$ cat src/rtl/strobe_multiplier.sv
// Strobe multiplier: measures input strobe spacing, emits 2^MULT_LOG2 strobes per interval.
// Optional lock-loss on period jitter: define STROBE_MULT_TOLERANCE_EN.
module strobe_multiplier #(
  parameter int unsigned PERIOD_WIDTH = 16,
  parameter int unsigned MULT_LOG2    = 2,
  parameter int unsigned TOL          = 2
) (
  input  logic                    i_clk,
  input  logic                    i_rst,
  input  logic                    i_stb,
  output logic                    o_stb,
  output logic                    o_locked,
  output logic [PERIOD_WIDTH-1:0] o_period
);

  localparam int unsigned PW = PERIOD_WIDTH;
  localparam int unsigned M  = 1 << MULT_LOG2;

  localparam logic [PW:0] M_W   = (PW+1)'(M);
  localparam logic [PW:0] TOL_W = (PW+1)'(TOL);

  localparam logic [PW-1:0] CNT_LAST =
    {{(PW-1){1'b1}}, 1'b0};

`ifdef STROBE_MULT_TOLERANCE_EN
  localparam bit TOL_EN = 1'b1;
`else
  localparam bit TOL_EN = 1'b0;
`endif

  typedef enum logic [1:0] {
    IDLE,
    MEASURE,
    LOCKED
  } state_t;

  state_t        state_q, state_d;
  logic [PW-1:0] cnt_q, cnt_d;
  logic [PW:0]   acc_q, acc_d;
  logic [PW-1:0] period_q, period_d;
  logic          stb_q, stb_d;
  logic          lock_q, lock_d;

  logic [PW:0] p_w;
  logic [PW:0] per_w;
  logic [PW:0] sum_w;
  logic [PW:0] diff_w;
  logic        p_ok;
  logic        tol_bad;
  logic        timeout;

  always_comb begin
    p_w     = {1'b0, cnt_q} + 1'b1;
    per_w   = {1'b0, period_q};
    sum_w   = acc_q + M_W;
    diff_w  = (p_w > per_w) ? (p_w - per_w)
                            : (per_w - p_w);
    p_ok    = (p_w >= M_W);
    tol_bad = TOL_EN && (diff_w > TOL_W);
    timeout = (cnt_q == CNT_LAST);
  end

  always_comb begin
    state_d  = state_q;
    cnt_d    = cnt_q;
    acc_d    = acc_q;
    period_d = period_q;
    stb_d    = 1'b0;
    unique case (state_q)
      IDLE: begin
        if (i_stb) begin
          state_d = MEASURE;
          cnt_d   = '0;
        end
      end
      MEASURE, LOCKED: begin
        if (i_stb) begin
          cnt_d = '0;
          if (!p_ok ||
              (state_q == LOCKED && tol_bad)) begin
            state_d = MEASURE;
          end else begin
            // New interval restarts the phase at zero.
            state_d  = LOCKED;
            period_d = p_w[PW-1:0];
            stb_d    = 1'b1;
            acc_d    = (p_w > M_W) ? M_W : '0;
          end
        end else if (timeout) begin
          state_d = IDLE;
          cnt_d   = '0;
        end else begin
          cnt_d = cnt_q + 1'b1;
          if (state_q == LOCKED) begin
            stb_d = (acc_q < M_W);
            acc_d = (sum_w >= per_w) ? (sum_w - per_w)
                                     : sum_w;
          end
        end
      end
      default: begin
        state_d = IDLE;
        cnt_d   = '0;
      end
    endcase
    lock_d = (state_d == LOCKED);
  end

  always_ff @(posedge i_clk) begin
    if (i_rst) begin
      state_q  <= IDLE;
      cnt_q    <= '0;
      acc_q    <= '0;
      period_q <= '0;
      stb_q    <= 1'b0;
      lock_q   <= 1'b0;
    end else begin
      state_q  <= state_d;
      cnt_q    <= cnt_d;
      acc_q    <= acc_d;
      period_q <= period_d;
      stb_q    <= stb_d;
      lock_q   <= lock_d;
    end
  end

  assign o_stb    = stb_q;
  assign o_locked = lock_q;
  assign o_period = period_q;

endmodule

$ cat config.mk
export PLATFORM = sky130hd
export DESIGN_NAME = strobe_multiplier
export DESIGN_NICKNAME = d
export VERILOG_FILES = /design/src/rtl/strobe_multiplier.sv
export SDC_FILE = /design/constraint.sdc
export NUM_CORES = 1
export LEC_CHECK = 0
export ABC_AREA = 1
export CAP_MARGIN = 0
export CORE_MARGIN = 3
export CORE_UTILIZATION = 55
export DETAILED_ROUTE_END_ITERATION = 8
export GPL_TIMING_DRIVEN = 0
export PLACE_DENSITY = 0.74
export SYNTH_ARGS = -nofsm -noshare
export SYNTH_HDL_FRONTEND = slang
export SYNTH_SLANG_ARGS = --single-unit
$ cat constraint.sdc
create_clock -name i_clk -period 4.3 [get_ports i_clk]
set_clock_uncertainty 0.15 [all_clocks]
set_input_delay 0.645 -clock i_clk [delete_from_list [all_inputs] [get_ports i_clk]]
set_output_delay 0.645 -clock i_clk [all_outputs]
set_load 0.02 [all_outputs]
; Word-level counts from Yosys, hierarchy flattened
; Index checks and enable logic that the tools add are counted.
[classes]
n_eq_ne = 7
add_sub_neg = 4
n_reduce_logical = 6
mux = 19
bitwise = 1
magnitude_cmp = 4
[ops]
columns = op, count
row1 = $mux W17, 5
row2 = $mux W16, 3
row3 = $pmux W16 S2, 1
row4 = $add A16 B1 Y17 const B, 1
row5 = $add A17 B3 Y17 const B, 1
row6 = $ge A17 B16 Y1, 1
row7 = $ge A17 B3 Y1 const B, 1
row8 = $gt A17 B3 Y1 const B, 1
row9 = $lt A17 B3 Y1 const B, 1
row10 = $sub A17 B16 Y17, 1
row11 = $add A16 B1 Y16 const B, 1
row12 = $eq A16 B16 Y1 const B, 1
row13 = $mux W2, 4
row14 = $eq A2 B2 Y1 const B, 2
row15 = $mux W1, 4
row16 = $ne A2 B2 Y1 const B, 2
row17 = $pmux W2 S2, 1
row18 = $reduce_and A4 Y1, 1
row19 = $reduce_or A2 Y1, 2
row20 = $mux W3, 1
row21 = $reduce_and A3 Y1, 1
row22 = $eq A2 B1 Y1 const B, 1
row23 = $logic_not A2 Y1, 1
row24 = $ne A2 B1 Y1 const B, 1
row25 = 2 further kinds, 2
[totals]
elab_cells = 47
out_inout_bits = 18
in_bits = 3
regBits = 53

; Longest topological paths before layout
; Gate-level depths: netlist of run 1.
[logic_depth]
depth_word = 6
depth_mapped = 24
ltp_nobuf = 23

; Worst setup path before layout of run 1
; Ideal clock, no wire load.
[synth_path]
path_kind = reg-to-reg
start = register acc_q[2]
end = register acc_q[1]
t_required_ps = 4018
arrival_time_ps = 2648
synth_period_minus_slack_ps = 2930
path_buffers = 1
path_slack_ps = 1370
path_stages_with_launch = 22
setup_time_ps = 132
cell_sequence = dfxtp_1 > ha_1 > nand2_1 > nor2_1 > nand2_1 > nor2_2 > nand2_1 > nor2_1 > xor2_1 > ha_1 > inv_1 > nor3_1 > nand2_1 > o21ai_0 > a21oi_1 > nand2_1 > buf_2 > inv_1 > nand2_1 > nand2_1 > nand2_1 > a21oi_1
[synth_via]
elab_chain_len = 6
[synth_lines]
columns = element, line
row1 = start: declaration, 39  ; logic [PW:0] acc_q, acc_d;
row2 = start signal: assignment, 113  ; acc_q <= '0;
row3 = start signal: assignment, 120  ; acc_q <= acc_d;
row4 = $add A17 B3 Y17, 55  ; sum_w = acc_q + M_W;
row5 = $ge A17 B16 Y1, 96  ; acc_d = (sum_w >= per_w) ? (sum_w - per_w)
row6 = $mux W17, 96
row7 = $mux W17, 94  ; if (state_q == LOCKED) begin
row8 = $mux W17, 89  ; end else if (timeout) begin
row9 = $mux W17, 77  ; if (i_stb) begin
; No other way between the ends. The select of a mux whose other input is x is not followed.
; A chain may end at the register's enable or synchronous reset.

; Worst setup path after layout of run 1
; Ends and elaborated chain as after synthesis.

==> run_results.csv, run 1 <==
group,metric,value,unit
clock_network,cts_setup_buffers,0,
worst_hold_path,min_path_cells,2,
power,p_per_area,199,nW/µm²
power,max-vdd-ir-drop,155,µV
logic_synthesis,syn-cell-area,3830,µm²
worst_hold_path,hp-class,"flop to flop",
logic_synthesis,seq_area_frac_synth,27.7,%
layout,final_util,64.3,%
worst_hold_path,hp-start,"acc_q[0]",
clock_network,clockRootBuffer,"clkbuf_8",
critical_path,startpoint_type,"flop",
critical_path,crit_slowest_cell,"dfxtp_1",
logic_synthesis,synth-seq-cells,53,
routing,avgViaCountPerCell,5.67,
critical_path,crit_chain,"ha_1 -> nand2_1 -> nor2_1 -> nand2_1 -> nor3_1 -> xor2_1 -> ha_1 -> a21o_1 -> nor2_1 -> nor2_1 -> nor2_1 -> nand2_1 -> nand2_1 -> nand2_1 -> buf_2 -> inv_1 -> nand2_1 -> nand2_1 -> nand2_1 -> a21oi_1",
routing,drt_iter0_markers,277,
place,pre_cts_ws,0.771,ns
grt,overflow,0,
worst_hold_path,min_to,"acc_q[0]",
logic_synthesis,yosysWarnings,0,
floorplan,core,6530,µm²
clock_network,cts_buffers,5,
floorplan,dieHeight,89.4,µm
critical_path,reg2regPathDepth,20,
sta,fmax,0.278,GHz
sta,setup_slack,0.704,ns
clock_network,path_clk_slew,0.10,ns
critical_path,path_common_cell,"nand2_1",
logic_synthesis,synth_fp_nets,631,
layout,seq_area,1060,µm²
critical_path,worstPathRequired,4.39,ns
sta,holdWs,0.327,ns
critical_path,timing.rr.end,"acc_q[1]",
floorplan,die_w,89.4,µm
floorplan,initial_core_util,58.6,%
sta,finalSetupViolations,0,
clock_network,htreeDepth,2,
outcome,run_status,"finished clean",
clock_network,clock_sinks,53,
place,portBuffers,18,
grt,grt_max_degree,17,
clock_network,cts_resized,0,
grt,first_global_vias,3550,
critical_path,crit_type,"flop to flop",
routing,route.detailed.drc,0,
critical_path,cp-end-kind,"flop",
sta,slew_violations,0,
critical_path,worstPathArrival,3.69,ns
grt,grt_pass1_wl,16900,µm
logic_synthesis,synthCells,605,
power,leakagePower,1.96,nW
floorplan,ioPinCount,21,
critical_path,slowest_delay,0.42,ns
layout,layout_commonest_cell,"nand2_1",
layout,multi_input_area,2380,µm²
layout,final_cells,708,
sta,layout_min_cycle_time,3.60,ns
critical_path,rrSetupSlack,0.70,ns
job,max-cap-violations,0,
sta,worstMarginPinSlew,0.680,ns
sta,tns,0,ns
place,dp_hpwl,8410,µm
floorplan,dieArea,8000,µm²
grt,grt_usage,27.4,%
logic_synthesis,synth_cell_types,32,
floorplan,placementRows,29,
critical_path,reg2reg_from,"acc_q[2]",
routing,wirelength,10500,µm
critical_path,crit_fanout,10,
routing,vias,4016,
clock_network,cts_hold_buf,0,
layout,layout_common_cells,"nand2_1, inv_1, a21oi_1",
layout,drive_gt1_share,4.28,%
routing,wire_per_inst,14.8,µm
routing,antenna_left,0,
sta,fin_crit_sh,83.6,%
place,placedCellCount,700,
sta,slew_headroom,54.7,%
logic_synthesis,syn_avg_cell_area,6.33,µm²
layout,diodes,0,
routing,firstDrtPassIters,5,
place,place.gp.congestion,0.982,
sta,rsz0062_at_grt,"false",
layout,area_growth,9.74,%
clock_network,cts_tree,"done",
clock_network,cts.path.max_buffers,2,
layout,final_nets,656,
layout,nFillCells,651,
sta,hold_viol_final,0,
clock_network,clock_latency,0.31,ns
grt,antenna_found_initial,0,
through the flow:
stage	cell area (µm²)	power, mW
finish	4200	0.836
global route	4200	0.860
CTS	4200	0.839
detailed placement	4110	0.541
global placement	4110	0.540
floorplan	3830	0.530
routing by layer:
layer / track usage (%) / up-vias / share of wire (%)
met5: 0 / - / 0
met4: 4.33 / 0 / 1.2
met3: 4.15 / 11 / 5.7
met2: 43.8 / 116 / 44
met1: 39.5 / 1859 / 49
li1: - / 2030 / -
cells by family (layout without fill, tap and decap cells):
family | Yosys count | in the layout | synth area share [%]
buf+inv | 98 | 124 | 10.1
xor+xnor | 23 | 23 | 5.26
fa+ha+maj | 23 | 23 | 7.71
flops | 53 | 53 | 27.7
compound gates | 112 | 112 | 15.8
simple gates | 296 | 296 | 33.4
synthesized netlist by cell type, drive strengths merged:
master	instances	area share [%]
clkbuf	10	0.98
xor2	12	2.7
nor4	4	0.65
nand2	161	16
a21oi	67	8.8
o211ai	11	2.2
buf	8	1.3
a211oi	1	0.20
or2	1	0.16
ha	22	7.2
o21ai	27	3.5
and2	1	0.16
nand4	16	2.8
a21o	3	0.59
o21bai	3	0.59
nor3	6	0.78
fa	1	0.52
nand3	53	7.2
xnor2	11	2.5
dfxtp	53	28
inv	80	7.8
nor2	54	5.7
sequential cells by signal, summed over array words and instances (netlist names):
register,cells
o_locked,1
o_stb,1
o_period,16
acc_q,17
state_q,2
cnt_q,16
final cells by class:
type,instances,area share [%]
Clock inverter,2,0.327
Sequential cell,53,25.2
Clock buffer,6,1.96
Tap cell,77,2.29
Multi-Input combinational cell,454,56.7
Buffer,18,2.08
Timing Repair Buffer,18,4.29
Inverter,80,7.14
power by group:
group	internal [mW]	switching, mW	total [mW]
Combinational	0.00859	0.0282	0.0368
Sequential	0.492	0.00221	0.494
Clock	0.131	0.174	0.305
Total	0.632	0.204	0.836
worst max-delay path, delay by kind of cell (launching register included):
kind / cells / cell delay (ns)
xor+xnor: 1 / 0.28
buf+inv: 2 / 0.34
compound gates: 2 / 0.35
simple gates: 13 / 1.41
fa+ha+maj: 2 / 0.57
flops: 1 / 0.42
worst max path at each step:
stage                        start        to  slack [ns]
after floorplan           acc_q[2]  acc_q[1]        1.37
after global placement    acc_q[2]  acc_q[1]        0.87
after detailed placement  acc_q[2]  acc_q[1]        0.77
after CTS                 acc_q[2]  acc_q[1]        0.75
after global routing      acc_q[2]  acc_q[1]        0.32
final                     acc_q[2]  acc_q[1]        0.70
(Power assumes the default switching activity.)
==> run 2: changes to the inputs <==
==> constraint.sdc (replaced) <==
create_clock -name i_clk -period 3.57 [get_ports i_clk]
set_clock_uncertainty 0.15 [all_clocks]
set_input_delay 0.5355 -clock i_clk [delete_from_list [all_inputs] [get_ports i_clk]]
set_output_delay 0.5355 -clock i_clk [all_outputs]
set_load 0.02 [all_outputs]
==> run_results.csv, run 2 (same netlist as run 1, synthesis figures left out) <==
group,metric,value,unit
outcome,run_status,"finished clean",
floorplan,ioPinCount,21,
clock_network,cts_hold_buf,0,
sta,slew_violations,0,
layout,area_growth,12.0,%
critical_path,cp_top_family,"simple AND/OR/NAND/NOR gates",
sta,layout_min_cycle_time,3.34,ns
place,dp_hpwl,8410,µm
routing,firstDrtPassIters,7,
clock_network,clock_sinks,53,
floorplan,dieHeight,89.4,µm
clock_network,path_clk_slew,0.10,ns
power,leakagePower,1.98,nW
critical_path,startpoint_type,"flop",
power,switching_share,24.8,%
layout,max_flop_register,"acc_q",
layout,largest_reg_flops,17,
layout,diodes,0,
sta,hold_viol_final,0,
critical_path,crit_fanout,10,
layout,multi_input_area,2430,µm²
layout,final_util,65.7,%
routing,avgViaCountPerCell,5.70,
power,p_comb_share,4.4,%
worst_hold_path,hp-class,"flop to flop",
clock_network,clockRootBuffer,"clkbuf_8",
grt,grt_pass1_wl,16900,µm
layout,drive_gt1_share,7.41,%
critical_path,crit_type,"flop to flop",
power,p_int,760,µW
place,place.gp.congestion,0.982,
critical_path,crit_buf_inv,2,
power,switching_power,251,µW
critical_path,reg2reg_from,"acc_q[2]",
clock_network,cts_tree,"done",
power,pwr-share-seq,58.8,%
power,clkPwrFrac,36.8,%
critical_path,crit_chain,"ha_1 -> nand2_1 -> nor2_2 -> nand2_2 -> nor2_4 -> nand2_1 -> nor2_1 -> xor2_1 -> ha_1 -> nand2_1 -> inv_1 -> nand2_1 -> nor2_1 -> nor2_1 -> nand2_1 -> nand2_1 -> nand2_1 -> clkbuf_2 -> o21ai_0 -> a21oi_1",
grt,grt_usage,27.4,%
routing,wire_per_inst,15.0,µm
clock_network,htreeDepth,2,
grt,first_global_vias,3550,
routing,route.detailed.drc,0,
critical_path,crit_slowest_cell,"dfxtp_4",
power,p_per_area,236,nW/µm²
floorplan,dieArea,8000,µm²
floorplan,placementRows,29,
clock_network,clock_latency,0.31,ns
routing,drt_iter0_markers,308,
layout,nFillCells,637,
layout,final_cells,711,
sta,finalSetupViolations,0,
routing,wirelength,10700,µm
sta,fin_crit_sh,93.6,%
place,pre_cts_ws,0.0410,ns
critical_path,cp-end-kind,"flop",
floorplan,die_w,89.4,µm
critical_path,critPathLaunch,"acc_q[2]",
routing,antenna_left,0,
worst_hold_path,hp-start,"acc_q[0]",
layout,layout_common_cells,"nand2_1, inv_1, a21oi_1",
sta,worstMarginPinSlew,0.678,ns
layout,final_nets,659,
critical_path,slowest_delay,0.38,ns
sta,setup_slack,0.230,ns
sta,fmax,0.299,GHz
critical_path,worstPathArrival,3.38,ns
sta,slew_headroom,54.8,%
floorplan,initial_core_util,58.6,%
critical_path,worstPathRequired,3.61,ns
floorplan,core,6530,µm²
power,max-vdd-ir-drop,189,µV
layout,seq_area,1070,µm²
grt,overflow,0,
critical_path,path_common_cell,"nand2_1",
clock_network,cts.path.max_buffers,2,
layout,layout_commonest_cell,"nand2_1",
routing,vias,4051,
grt,grt_max_degree,17,
grt,antenna_found_initial,0,
place,portBuffers,18,
place,placedCellCount,700,
clock_network,cts_buffers,5,
job,max-cap-violations,0,
-- run 2: path summary, 6_finish.rpt --
check	endpoint	slack, ns	cells after the start
worst min register to register	acc_q[0]	0.33	2
worst max-delay path	acc_q[8]	0.23	20
worst max register to register	acc_q[8]	0.23	20
worst min-delay path	acc_q[0]	0.33	2
-- run 2: routing by layer --
layer,track usage (%),up-vias,share of wire (%)
li1,-,2035,-
met3,4.15,9,5.5
met2,43.8,115,44
met5,0,-,0
met4,4.33,0,1.1
met1,39.5,1892,49
-- run 2: layout make-up --
type / instances / area share, %
buffer: 18 / 2.22
clock buffer: 6 / 1.93
clock inverter: 2 / 0.321
inverter: 80 / 7.00
multi-input combinational: 454 / 56.7
sequential: 53 / 24.9
tap: 77 / 2.25
timing repair buffer: 21 / 4.73
-- run 2: power by group through the flow --
stage                     Combinational, mW  Clock (mW)  Sequential (mW)
after floorplan                      0.0307           0            0.608
after global placement               0.0419           0            0.609
after detailed placement             0.0430           0            0.609
after CTS                            0.0431       0.373            0.595
after global routing                 0.0501       0.390            0.595
final                                0.0446       0.372            0.594
-- run 2: what timing repair did --
item | in CTS | in global routing
buffers inserted | 0 | 3
gates resized for setup | 0 | 24
endpoints found under the setup margin | 0 | 17
-- run 2: worst register-to-register path, cell delays in order, from the launching register on --
cell      delay [ns]
dfxtp_4         0.38
ha_1            0.19
nand2_1         0.07
nor2_2          0.16
nand2_2         0.10
nor2_4          0.17
nand2_1         0.10
nor2_1          0.14
xor2_1          0.23
ha_1            0.30
nand2_1         0.08
inv_1           0.04
nand2_1         0.09
nor2_1          0.06
nor2_1          0.14
nand2_1         0.07
nand2_1         0.08
nand2_1         0.10
clkbuf_2        0.22
o21ai_0         0.24
a21oi_1         0.10
-- run 2: stage by stage --
step | hold WS, ns | power (mW) | setup TNS, ns | area [µm²]
floorplan | 0.289 | 0.639 | 0 | 3830
global placement | 0.302 | 0.651 | 0 | 4110
detailed placement | 0.318 | 0.652 | 0 | 4110
CTS | 0.331 | 1.01 | 0 | 4200
global route | 0.351 | 1.04 | -0.0464 | 4290
finish | 0.327 | 1.01 | 0 | 4290
==> run 3: changes to the inputs <==
--- a/config.mk
+++ b/config.mk
@@ -5,7 +5,6 @@
 export SDC_FILE = /design/constraint.sdc
 export NUM_CORES = 1
 export LEC_CHECK = 0
-export ABC_AREA = 1
 export CAP_MARGIN = 0
 export CORE_MARGIN = 3
 export CORE_UTILIZATION = 55
==> run_results.csv, run 3 <==
group,metric,value,unit
critical_path,worstPathArrival,3.47,ns
routing,firstDrtPassIters,5,
sta,slew_violations,0,
logic_synthesis,synthCells,498,
clock_network,clockRootBuffer,"clkbuf_8",
critical_path,startpoint_type,"flop",
critical_path,crit_type,"flop to flop",
grt,first_global_vias,3659,
logic_synthesis,yosysWarnings,0,
power,leakagePower,1.77,nW
layout,layout_common_cells,"nor2_1, dfxtp_1, inv_1",
sta,layout_min_cycle_time,3.41,ns
routing,drt_iter0_markers,356,
logic_synthesis,synth_top_area_cell,"dfxtp_1",
grt,grt_pass1_wl,18200,µm
logic_synthesis,syn-cell-area,3960,µm²
critical_path,worstPathRequired,3.63,ns
power,max-vdd-ir-drop,158,µV
clock_network,cts_tree,"done",
routing,wire_per_inst,17.8,µm
layout,seq_area,1070,µm²
floorplan,initial_core_util,57.6,%
clock_network,cts_hold_buf,0,
sta,finalSetupViolations,0,
floorplan,die_w,90.8,µm
logic_synthesis,yosys_most_used_dff,"dfxtp_1",
layout,area_growth,14.5,%
logic_synthesis,synth_fp_nets,524,
layout,largest_reg_flops,17,
power,p_per_area,240,nW/µm²
layout,layout_commonest_cell,"nor2_1",
grt,overflow,0,
logic_synthesis,yosys-top-cells-area,"dfxtp_1, ha_1, nor2_1",
layout,nFillCells,618,
sta,tns,0,ns
place,portBuffers,20,
routing,antenna_left,0,
job,max-cap-violations,0,
logic_synthesis,ys_top_cells_by_count,"nor2_1, dfxtp_1, inv_1, a21oi_1, nand2_1",
clock_network,cts.path.max_buffers,2,
sta,hold_viol_final,0,
clock_network,clock_sinks,53,
floorplan,core,6870,µm²
floorplan,dieArea,8250,µm²
place,dp_hpwl,8290,µm
logic_synthesis,synth-seq-cells,53,
layout,final_cells,623,
sta,worstMarginPinSlew,0.676,ns
layout,drive_gt1_share,11.6,%
sta,slew_headroom,54.4,%
routing,wirelength,11100,µm
logic_synthesis,synth_top_area_share,26.8,%
critical_path,rrSetupSlack,0.16,ns
sta,fin_crit_sh,95.6,%
logic_synthesis,yosysMostFrequentCell,"nor2_1",
routing,route.detailed.drc,0,
logic_synthesis,syn_avg_cell_area,7.95,µm²
layout,max_flop_register,"acc_q",
place,place.gp.congestion,0.957,
logic_synthesis,synth_edf_count,0,
grt,grt_usage,26.9,%
floorplan,ioPinCount,21,
worst_hold_path,hp-class,"flop to flop",
routing,avgViaCountPerCell,6.30,
layout,multi_input_area,2700,µm²
floorplan,dieHeight,90.8,µm
clock_network,clock_latency,0.32,ns
sta,fmax,0.293,GHz
outcome,run_status,"finished clean",
logic_synthesis,seq_area_frac_synth,26.8,%
logic_synthesis,synth_cell_types,66,
logic_synthesis,async_reset_ff_share,0,%
clock_network,htreeDepth,2,
clock_network,cts_buffers,5,
layout,diodes,0,
layout,final_nets,552,
routing,vias,3926,
floorplan,placementRows,30,
place,placedCellCount,614,
critical_path,cp-end-kind,"flop",
critical_path,crit_fanout,7,
grt,antenna_found_initial,0,
clock_network,path_clk_slew,0.11,ns
sta,holdWs,0.345,ns
sta,rsz0062_at_grt,"false",
grt,grt_max_degree,19,
-- run 3: cell types whose count changed in the layout (fill, tap and decap cells not counted), moves of 8 or more --
| cell | previous run | this run |
|---|---|---|
| and3_1 | 0 | 9 |
| a21oi_1 | 67 | 32 |
| o2bb2ai_1 | 0 | 8 |
| nand2_1 | 158 | 23 |
| or3_1 | 0 | 9 |
| a211oi_1 | 1 | 18 |
| xnor2_1 | 11 | 19 |
| inv_1 | 76 | 36 |
| nand4_1 | 15 | 7 |
| nor2_1 | 46 | 55 |
| nand3_1 | 50 | 17 |
-- run 3: logic make-up after synthesis --
| kind of cell | after synthesis | synth area share (%) |
|---|---|---|
| flops | 53 | 26.8 |
| mux | 8 | 2.05 |
| compound gates | 133 | 23.3 |
| fa+ha+maj | 23 | 7.46 |
| buf+inv | 65 | 7.21 |
| xor+xnor | 38 | 8.41 |
| simple gates | 178 | 24.8 |
-- run 3: critical path, stage by stage, from the launching register on --
cell and delay [ns]:
dfxtp_2 0.40, and3_1 0.19, and3_2 0.28, nand3_4 0.13, nor2_2 0.15, xnor2_1 0.10, ha_2 0.39, nand3_1 0.10
nor4_2 0.31, a21oi_2 0.10, and3_1 0.20, and2_0 0.15, clkbuf_2 0.18, and3_1 0.19, a221o_1 0.26
-- run 3: repair_timing --
action,CTS,global route
setup endpoints to repair,17,20
gates resized for setup,17,17
pin swaps,0,5
gates cloned,0,0
setup buffers,0,6
-- run 3: routing by layer --
layer	global-route usage [%]	up-vias	wire (µm)
met5	0	-	0
met1	38.5	1857	5060
met4	7.91	0	179
li1	-	1876	-
met3	4.58	15	890
met2	41.3	178	4980
-- run 3: path summary, 6_finish.rpt --
| kind | startpoint | to | depth (start not counted) |
|---|---|---|---|
| setup reg to reg | acc_q[5] | acc_q[14] | 14 |
| hold / removal | acc_q[15] | acc_q[15] | 1 |
| setup / recovery | acc_q[5] | acc_q[14] | 14 |
| hold reg to reg | acc_q[15] | acc_q[15] | 1 |
-- run 3: report_power, final --
part | leakage [nW] | switching (mW) | internal (mW)
Clock | 0.0603 | 0.233 | 0.216
Sequential | 0.430 | 0.00113 | 0.590
Combinational | 1.28 | 0.0347 | 0.0139
Total | 1.77 | 0.269 | 0.819
-- run 3: metrics by stage --
stage                     instance area [µm²]  worst slack (ns)  utilization, %  total power [mW]
after floorplan                          3960            0.0188               -             0.636
after global placement                   4280            -0.630            62.3             0.652
after detailed placement                 4280            -0.677            62.3             0.652
after CTS                                4430           0.00118            64.5              1.09
after global routing                     4530           0.00102            66.0              1.12
final                                    4530             0.158            66.0              1.09
-- run 3: cell type report --
type,instances,share of cell area (%)
Inverter,36,2.98
Multi-Input combinational cell,380,59.6
Clock inverter,3,1.10
Clock buffer,5,1.52
Timing Repair Buffer,26,5.41
Sequential cell,53,23.7
Buffer,24,3.06
Tap cell,96,2.65
